`src/rtl/cache_pkg.sv`:
```
// Shared cache/refill types: address field widths, refill FSM states
// and tag/index/offset field extraction helpers.
package cache_pkg;

    localparam int ADDR_W   = 10;
    localparam int TAG_W    = 3;
    localparam int INDEX_W  = 5;
    localparam int OFFSET_W = 2;
    localparam int DATA_W   = 32;

    typedef enum logic [1:0] {
        IDLE,
        RD,
        WR,
        DONE
    } refill_state_t;

    function automatic logic [TAG_W-1:0] get_tag(
        input logic [ADDR_W-1:0] a
    );
        return a[ADDR_W-1 -: TAG_W];
    endfunction

    function automatic logic [INDEX_W-1:0] get_index(
        input logic [ADDR_W-1:0] a
    );
        return a[OFFSET_W +: INDEX_W];
    endfunction

    function automatic logic [OFFSET_W-1:0] get_offset(
        input logic [ADDR_W-1:0] a
    );
        return a[OFFSET_W-1:0];
    endfunction

endpackage

```
`src/rtl/mem_refill_engine_if.sv`:
```
// Controller-side request/response and data-memory bus of the refill engine.
// master = controller plus memory, slave = refill engine.
interface mem_refill_engine_if #(
    parameter int ADDR_W          = cache_pkg::ADDR_W,
    parameter int DATA_W          = cache_pkg::DATA_W,
    parameter int WORDS_PER_BLOCK = 4
);

    logic                              MemRead;
    logic                              MemWrite;
    logic                              CounterEn;
    logic [ADDR_W-1:0]                 Address;
    logic [DATA_W-1:0]                 WriteData;
    logic                              Ready;
    logic [DATA_W*WORDS_PER_BLOCK-1:0] FillData;
    logic [ADDR_W-1:0]                 MemAddr;
    logic                              MemRE;
    logic [DATA_W-1:0]                 MemRData;
    logic                              MemWE;
    logic [DATA_W-1:0]                 MemWData;

    modport master (
        output MemRead, MemWrite, CounterEn, Address, WriteData, MemRData,
        input  Ready, FillData, MemAddr, MemRE, MemWE, MemWData
    );

    modport slave (
        input  MemRead, MemWrite, CounterEn, Address, WriteData, MemRData,
        output Ready, FillData, MemAddr, MemRE, MemWE, MemWData
    );

endinterface

```
`src/rtl/refill_cycle_counter.sv`:
```
// Transaction cycle counter: clears on accept, counts while busy,
// saturates at LIMIT; last flags the final busy cycle (LIMIT-1).
module refill_cycle_counter #(
    parameter int CW    = 3,
    parameter int LIMIT = 4
) (
    input  logic          CLK,
    input  logic          RST,
    input  logic          clr_i,
    input  logic          en_i,
    output logic [CW-1:0] cnt_o,
    output logic          last_o
);

    logic [CW-1:0] cnt_q;
    logic [CW-1:0] cnt_d;

    always_comb begin
        cnt_d = cnt_q;
        if (clr_i) begin
            cnt_d = '0;
        end else if (en_i && cnt_q != CW'(LIMIT)) begin
            cnt_d = cnt_q + CW'(1);
        end
    end

    always_ff @(posedge CLK) begin
        if (RST) begin
            cnt_q <= '0;
        end else begin
            cnt_q <= cnt_d;
        end
    end

    assign cnt_o  = cnt_q;
    assign last_o = (cnt_q == CW'(LIMIT - 1));

endmodule

```
`src/rtl/mem_refill_engine.sv`:
```
// Memory-side refill/write-through sequencer behind the cache controller.
// Define REFILL_CRITICAL_WORD_FIRST_EN to fetch the requested word first.
module mem_refill_engine
    import cache_pkg::*;
#(
    parameter int ADDR_W          = cache_pkg::ADDR_W,
    parameter int DATA_W          = cache_pkg::DATA_W,
    parameter int WORDS_PER_BLOCK = 4,
    parameter int MEM_LATENCY     = 4
) (
    input  logic              CLK,
    input  logic              RST,
    mem_refill_engine_if.slave bus
);

    localparam int OW = $clog2(WORDS_PER_BLOCK);
    localparam int BW = ADDR_W - OW;
    localparam int CW = $clog2(MEM_LATENCY + 1);
    localparam logic [CW-1:0] NWORDS = CW'(WORDS_PER_BLOCK);

    if (WORDS_PER_BLOCK < 2 ||
        (WORDS_PER_BLOCK & (WORDS_PER_BLOCK - 1)) != 0) begin : g_bad_wpb
        $error("WORDS_PER_BLOCK must be a power of 2 and >= 2");
    end
    if (MEM_LATENCY < WORDS_PER_BLOCK) begin : g_bad_lat
        $error("MEM_LATENCY must be >= WORDS_PER_BLOCK");
    end

    refill_state_t                     state_q;
    logic [BW-1:0]                     blk_q;
    logic [ADDR_W-1:0]                 addr_q;
    logic [DATA_W-1:0]                 wdata_q;
    logic                              ready_q;
    logic                              re_q;
    logic                              we_q;
    logic [DATA_W*WORDS_PER_BLOCK-1:0] fill_q;

    logic [CW-1:0] cnt;
    logic [CW-1:0] cnt_nx;
    logic          last;
    logic          accept;
    logic          more_rd;
    logic [OW-1:0] first_w;

`ifdef REFILL_CRITICAL_WORD_FIRST_EN
    logic [OW-1:0] off_q;
    assign first_w = bus.Address[OW-1:0];

    // Offset-relative word order wraps past the block end.
    function automatic logic [OW-1:0] word_of(input logic [OW-1:0] c);
        return off_q + c;
    endfunction
`else
    assign first_w = '0;

    function automatic logic [OW-1:0] word_of(input logic [OW-1:0] c);
        return c;
    endfunction
`endif

    assign accept  = (state_q == IDLE) && bus.CounterEn &&
                     (bus.MemRead || bus.MemWrite);
    assign cnt_nx  = cnt + CW'(1);
    assign more_rd = (cnt_nx < NWORDS);

    refill_cycle_counter #(
        .CW   (CW),
        .LIMIT(MEM_LATENCY)
    ) u_cnt (
        .CLK   (CLK),
        .RST   (RST),
        .clr_i (accept),
        .en_i  (state_q != IDLE),
        .cnt_o (cnt),
        .last_o(last)
    );

    always_ff @(posedge CLK) begin
        if (RST) begin
            state_q <= IDLE;
            blk_q   <= '0;
            addr_q  <= '0;
            wdata_q <= '0;
            ready_q <= 1'b0;
            re_q    <= 1'b0;
            we_q    <= 1'b0;
            fill_q  <= '0;
`ifdef REFILL_CRITICAL_WORD_FIRST_EN
            off_q   <= '0;
`endif
        end else begin
            ready_q <= 1'b0;
            we_q    <= 1'b0;
            unique case (state_q)
                IDLE: begin
                    if (bus.CounterEn && bus.MemRead) begin
                        state_q <= RD;
                        blk_q   <= bus.Address[ADDR_W-1:OW];
                        addr_q  <= {bus.Address[ADDR_W-1:OW], first_w};
                        re_q    <= 1'b1;
`ifdef REFILL_CRITICAL_WORD_FIRST_EN
                        off_q   <= bus.Address[OW-1:0];
`endif
                    end else if (bus.CounterEn && bus.MemWrite) begin
                        state_q <= WR;
                        addr_q  <= bus.Address;
                        wdata_q <= bus.WriteData;
                        we_q    <= 1'b1;
                    end
                end
                RD: begin
                    if (re_q) begin
                        fill_q[DATA_W*int'(word_of(cnt[OW-1:0])) +: DATA_W]
                            <= bus.MemRData;
                    end
                    re_q <= more_rd;
                    if (more_rd) begin
                        addr_q <= {blk_q, word_of(cnt_nx[OW-1:0])};
                    end
                    if (last) begin
                        state_q <= DONE;
                        ready_q <= 1'b1;
                    end
                end
                WR: begin
                    if (last) begin
                        state_q <= DONE;
                        ready_q <= 1'b1;
                    end
                end
                DONE: begin
                    state_q <= IDLE;
                end
                default: begin
                    state_q <= IDLE;
                end
            endcase
        end
    end

    assign bus.Ready    = ready_q;
    assign bus.FillData = fill_q;
    assign bus.MemAddr  = addr_q;
    assign bus.MemRE    = re_q;
    assign bus.MemWE    = we_q;
    assign bus.MemWData = wdata_q;

endmodule
```
`src/flat_wrapper.sv`:
```
// flat-port wrapper written by rule: the top's interface ports become plain ports
module mem_refill_engine_flat import cache_pkg::*;
#(
    parameter int ADDR_W          = cache_pkg::ADDR_W,
    parameter int DATA_W          = cache_pkg::DATA_W,
    parameter int WORDS_PER_BLOCK = 4,
    parameter int MEM_LATENCY     = 4
)
  (CLK, RST, bus_MemRead, bus_MemWrite, bus_CounterEn, bus_Address, bus_WriteData, bus_MemRData, bus_Ready, bus_FillData, bus_MemAddr, bus_MemRE, bus_MemWE, bus_MemWData);
  mem_refill_engine_if #(.ADDR_W(ADDR_W), .DATA_W(DATA_W), .WORDS_PER_BLOCK(WORDS_PER_BLOCK)) bus_i ();
  input  logic CLK;
  input  logic RST;
  input wire logic [$bits(bus_i.MemRead)-1:0] bus_MemRead;
  input wire logic [$bits(bus_i.MemWrite)-1:0] bus_MemWrite;
  input wire logic [$bits(bus_i.CounterEn)-1:0] bus_CounterEn;
  input wire logic [$bits(bus_i.Address)-1:0] bus_Address;
  input wire logic [$bits(bus_i.WriteData)-1:0] bus_WriteData;
  input wire logic [$bits(bus_i.MemRData)-1:0] bus_MemRData;
  output wire logic [$bits(bus_i.Ready)-1:0] bus_Ready;
  output wire logic [$bits(bus_i.FillData)-1:0] bus_FillData;
  output wire logic [$bits(bus_i.MemAddr)-1:0] bus_MemAddr;
  output wire logic [$bits(bus_i.MemRE)-1:0] bus_MemRE;
  output wire logic [$bits(bus_i.MemWE)-1:0] bus_MemWE;
  output wire logic [$bits(bus_i.MemWData)-1:0] bus_MemWData;
  assign bus_i.MemRead = bus_MemRead;
  assign bus_i.MemWrite = bus_MemWrite;
  assign bus_i.CounterEn = bus_CounterEn;
  assign bus_i.Address = bus_Address;
  assign bus_i.WriteData = bus_WriteData;
  assign bus_i.MemRData = bus_MemRData;
  assign bus_Ready = bus_i.Ready;
  assign bus_FillData = bus_i.FillData;
  assign bus_MemAddr = bus_i.MemAddr;
  assign bus_MemRE = bus_i.MemRE;
  assign bus_MemWE = bus_i.MemWE;
  assign bus_MemWData = bus_i.MemWData;
  mem_refill_engine #(.ADDR_W(ADDR_W), .DATA_W(DATA_W), .WORDS_PER_BLOCK(WORDS_PER_BLOCK), .MEM_LATENCY(MEM_LATENCY)) u_core (.CLK(CLK), .RST(RST), .bus(bus_i));
endmodule
```
`config.mk`:
```
export PLATFORM = sky130hd
export DESIGN_NAME = mem_refill_engine_flat
export DESIGN_NICKNAME = d
export VERILOG_FILES = /design/src/rtl/cache_pkg.sv /design/src/rtl/mem_refill_engine_if.sv /design/src/rtl/refill_cycle_counter.sv /design/src/rtl/mem_refill_engine.sv /design/src/flat_wrapper.sv
export SDC_FILE = /design/constraint.sdc
export NUM_CORES = 1
export LEC_CHECK = 0
export CORE_ASPECT_RATIO = 1.2
export CORE_MARGIN = 3
export CORE_UTILIZATION = 35
export CTS_BUF_LIST = sky130_fd_sc_hd__clkbuf_16
export DETAILED_ROUTE_END_ITERATION = 16
export HOLD_SLACK_MARGIN = 0.08
export PLACE_DENSITY = 0.69
export SYNTH_ARGS = -nofsm -noshare
export SYNTH_HDL_FRONTEND = slang
export SYNTH_SLANG_ARGS = --single-unit
```
`constraint.sdc`:
```
create_clock -name CLK -period 1.87 [get_ports CLK]
set_clock_uncertainty 0.1 [all_clocks]
set_input_delay 0.561 -clock CLK [delete_from_list [all_inputs] [get_ports CLK]]
set_output_delay 0.561 -clock CLK [all_outputs]
set_load 0.005 [all_outputs]
```
==> impl_metrics.env <==
export IMPL_postCtsHoldBufs=0
export IMPL_syn_avg_cell_area_sq_um=9.92
export IMPL_hp_start="u_core.bus.MemWData[4]"
export IMPL_antenna_found_initial=0
export IMPL_drt_wl_total_um=20500
export IMPL_grt_pass1_vias=5772
export IMPL_clk_path_buf_depth=2
export IMPL_start_kind="flip-flop"
export IMPL_num_vias=5828
export IMPL_ys_types=34
export IMPL_dp_hpwl_um=13700
export IMPL_rr_endpoint="u_core.bus.MemAddr[5]"
export IMPL_hold_depth=2
export IMPL_grt_ovfl_total=0
export IMPL_p_per_area_nw_per_um2=998
export IMPL_critPathSlowestCell="dfxtp_4"
export IMPL_initial_utilization_pct=36.1
export IMPL_pwr_share_comb_pct=21.7
export IMPL_critPathMostFrequentCell="ha_4"
export IMPL_io_buffers=251
export IMPL_finish_utilization_pct=57.4
export IMPL_synth_warnings=0
export IMPL_ant_nets=0
export IMPL_root_buffer="clkbuf_16"
export IMPL_grt_pass1_wl_um=31400
export IMPL_core_area_sq_um=17800
export IMPL_drcViolationCount=0
export IMPL_final_cell_mix="dlygate4sd2_1, dfxtp_1, nand2_1, nor2_1, clkdlybuf4s50_1"
export IMPL_syn2layout_area_growth_pct=58.9
export IMPL_antennaDiodeCount=0
export IMPL_fmax_mhz=534
export IMPL_outcome="finished with violations"
export IMPL_worst_ep_arrival_time_ps=2090
export IMPL_slew_viol_final=0
export IMPL_synth_cells=647
export IMPL_finalHoldViolations=0
export IMPL_power_clock_fraction_pct=36.0
export IMPL_intPower_w=0.00728
export IMPL_cts_clk_slew_worst_paths_ps=80
export IMPL_syn_area_sq_um=6420
export IMPL_numCtsBuffers=17
export IMPL_r2r_start="u_core.u_cnt.cnt_o[0]"
export IMPL_fin_area_sq_um=10200
export IMPL_r2r_cells=8
export IMPL_period_share_pct=100
export IMPL_grt_start_max_net_pins=72
export IMPL_worst_setup_path_type="reg -> reg"
export IMPL_switchingPower_w=0.00289
export IMPL_ios=252
export IMPL_cts_max_level=4
export IMPL_hold_path_end="u_core.bus.MemWData[4]"
export IMPL_worstPathMaxFanout=5
export IMPL_avgRoutedWirePerCell_um=17.8
export IMPL_synth_top_area_cell="dfxtp_1"
export IMPL_drtIter0Drc=335
export IMPL_final_layout_size_suffix_gt1_share_pct=15.0
export IMPL_ir_drop_mv=0.634
export IMPL_rows=53
export IMPL_die_w_um=130
export IMPL_swShare_pct=28.4
export IMPL_seq_area_frac_synth_pct=58.0
export IMPL_cts_tree="done"
export IMPL_final_common_cell="dlygate4sd2_1"
export IMPL_crit_chain="buf_6 > ha_4 > ha_4 > mux2i_1 > a21oi_2 > clkbuf_16 > nor2_1 > a211oi_1"
export IMPL_insertion_delay_ps=420
export IMPL_routabilityCongestion=0.777
export IMPL_rsz0062_at_grt="yes"
export IMPL_syn_num_nets=736
export IMPL_fp_dieH_um=154
export IMPL_setup_viol=1
export IMPL_grt_usage_pct=19.8
export IMPL_hold_ws_ps=351
export IMPL_critPathCaptureType="flip-flop"
export IMPL_clock_sinks=186
export IMPL_r2r_slack_ps=-4
export IMPL_cp_required_ps=2090
export IMPL_synthTopCellsByArea="dfxtp_1, a22o_1, a22oi_1, nand2_1, nor2_1"
export IMPL_postPlaceCellArea_sq_um=9470
export IMPL_yosysTopAreaCellShare_pct=58.0
export IMPL_holdCritPathClass="reg -> reg"
export IMPL_max_slew_margin_pct=63.4
export IMPL_vias_per_cell=5.05
export IMPL_maxCapViolations=0
export IMPL_fin_ws_ps=-4.15
export IMPL_synth_seq_cells=186
export IMPL_period_needed_ps=1870
export IMPL_first_pass_iters=7
export IMPL_p_leak_nw=4.61
export IMPL_dieArea_sq_um=20000
export IMPL_power_frac_seq_pct=42.3
export IMPL_tightestPinTransition_ps=550
export IMPL_layout_nets=1010
export IMPL_slowest_delay_ps=350
export IMPL_violations="setup timing"
export IMPL_tns_ps=-4.15
==> repair_timing <==
| item | in CTS | in global routing |
|---|---|---|
| endpoints found under the setup margin | 237 | 139 |
| resized for setup | 207 | 22 |
| pin swaps | 2 | 10 |
| buffers inserted | 6 | 5 |
| gates cloned | 1 | 5 |
==> worst max-delay path, delay by kind of cell, from the launching register on <==
kind                     cells  cell delay [ps]
buffers and inverters        2              330
flip-flops                   1              350
multiplexers                 1               70
AND/OR/NAND/NOR              1               40
adder cells (fa/ha/maj)      2              400
AO/OA/AOI/OAI                2              470
==> layout make-up <==
type,instances,area (sq um)
Tap cell,220,275
Clock buffer,17,425
Inverter,6,22.5
Fill cell,1592,7580
Timing Repair Buffer,307,2940
Sequential cell,186,3760
Multi-Input combinational cell,403,2590
Clock inverter,15,181
==> power by group through the flow <==
stage          sequential (W)  combinational, W  clock (W)
2_1_floorplan         0.00440          0.000914          0
3_3_place_gp          0.00439           0.00193          0
3_5_place_dp          0.00439           0.00195          0
4_1_cts               0.00430           0.00192    0.00375
5_1_grt               0.00433           0.00240    0.00392
6_report              0.00431           0.00220    0.00366
==> metal layers <==
metal / track usage [%] / wire length, um
met5: 0 / 0
met4: 7.87 / 459
met3: 6.04 / 1630
met2: 32.5 / 9840
met1: 24.2 / 8600
==> cells in the mapped netlist <==
cell	number
inv_1	6
dfxtp_1	186
ha_1	10
nor3_1	3
o21bai_1	1
nand4b_1	2
buf_2	14
nor2_1	82
and2b_1	1
a211oi_1	9
nor4_4	1
nor4b_2	2
o21ai_0	3
nor2b_1	2
clkbuf_1	36
nand3b_1	1
and3_1	1
nor4_1	1
a31oi_1	2
xnor2_1	1
o211ai_1	1
a311oi_1	1
a2bb2oi_1	1
a22oi_1	65
nand3_1	3
nor3b_2	1
buf_4	2
a22o_1	64
nand2_1	85
nand2b_1	3
a21oi_1	45
o21a_1	1
nand3_2	1
mux2i_1	10
==> registers in the layout, summed over array words and instances (netlist names) <==
register,count
u_core.bus.FillData,128
u_core.bus.MemWData,32
u_core.bus.MemAddr,10
u_core.blk_q,8
u_core.u_cnt.cnt_o,3
u_core.state_q,2
u_core.bus.MemRE,1
u_core.bus.MemWE,1
u_core.bus.Ready,1
==> through the flow <==
stage,worst slack [ps],std cells,total power (W)
finish,-4.15,1154,0.0102
global route,-74.0,1154,0.0107
CTS,-3.69,1145,0.00996
detailed placement,-246,1106,0.00634
global placement,-237,1106,0.00632
floorplan,20.6,647,0.00531
==> kinds of logic (layout without fill, tap and decap cells) <==
logic type      after synthesis  after routing  synth area share (%)
compound gates              193            193                  22.0
simple gates                189            189                  12.6
flops                       186            186                  58.0
buf+inv                      58            345                  3.78
fa+ha+maj                    10             10                  1.95
mux                          10             10                  1.56
xor+xnor                      1              1                 0.137
==> worst max path at each step <==
stage	from	to	depth (start not counted)
detailed placement	bus_CounterEn	u_core.bus.MemAddr[1]	6
finish	u_core.u_cnt.cnt_o[0]	u_core.bus.MemAddr[5]	8
CTS	u_core.state_q[1]	u_core.bus.FillData[22]	8
global placement	bus_CounterEn	u_core.bus.MemAddr[1]	6
global route	u_core.u_cnt.cnt_o[0]	u_core.bus.MemAddr[5]	8
floorplan	u_core.u_cnt.cnt_o[0]	u_core.bus.FillData[96]	7
No activity file was read; power rests on OpenSTA's default activity.
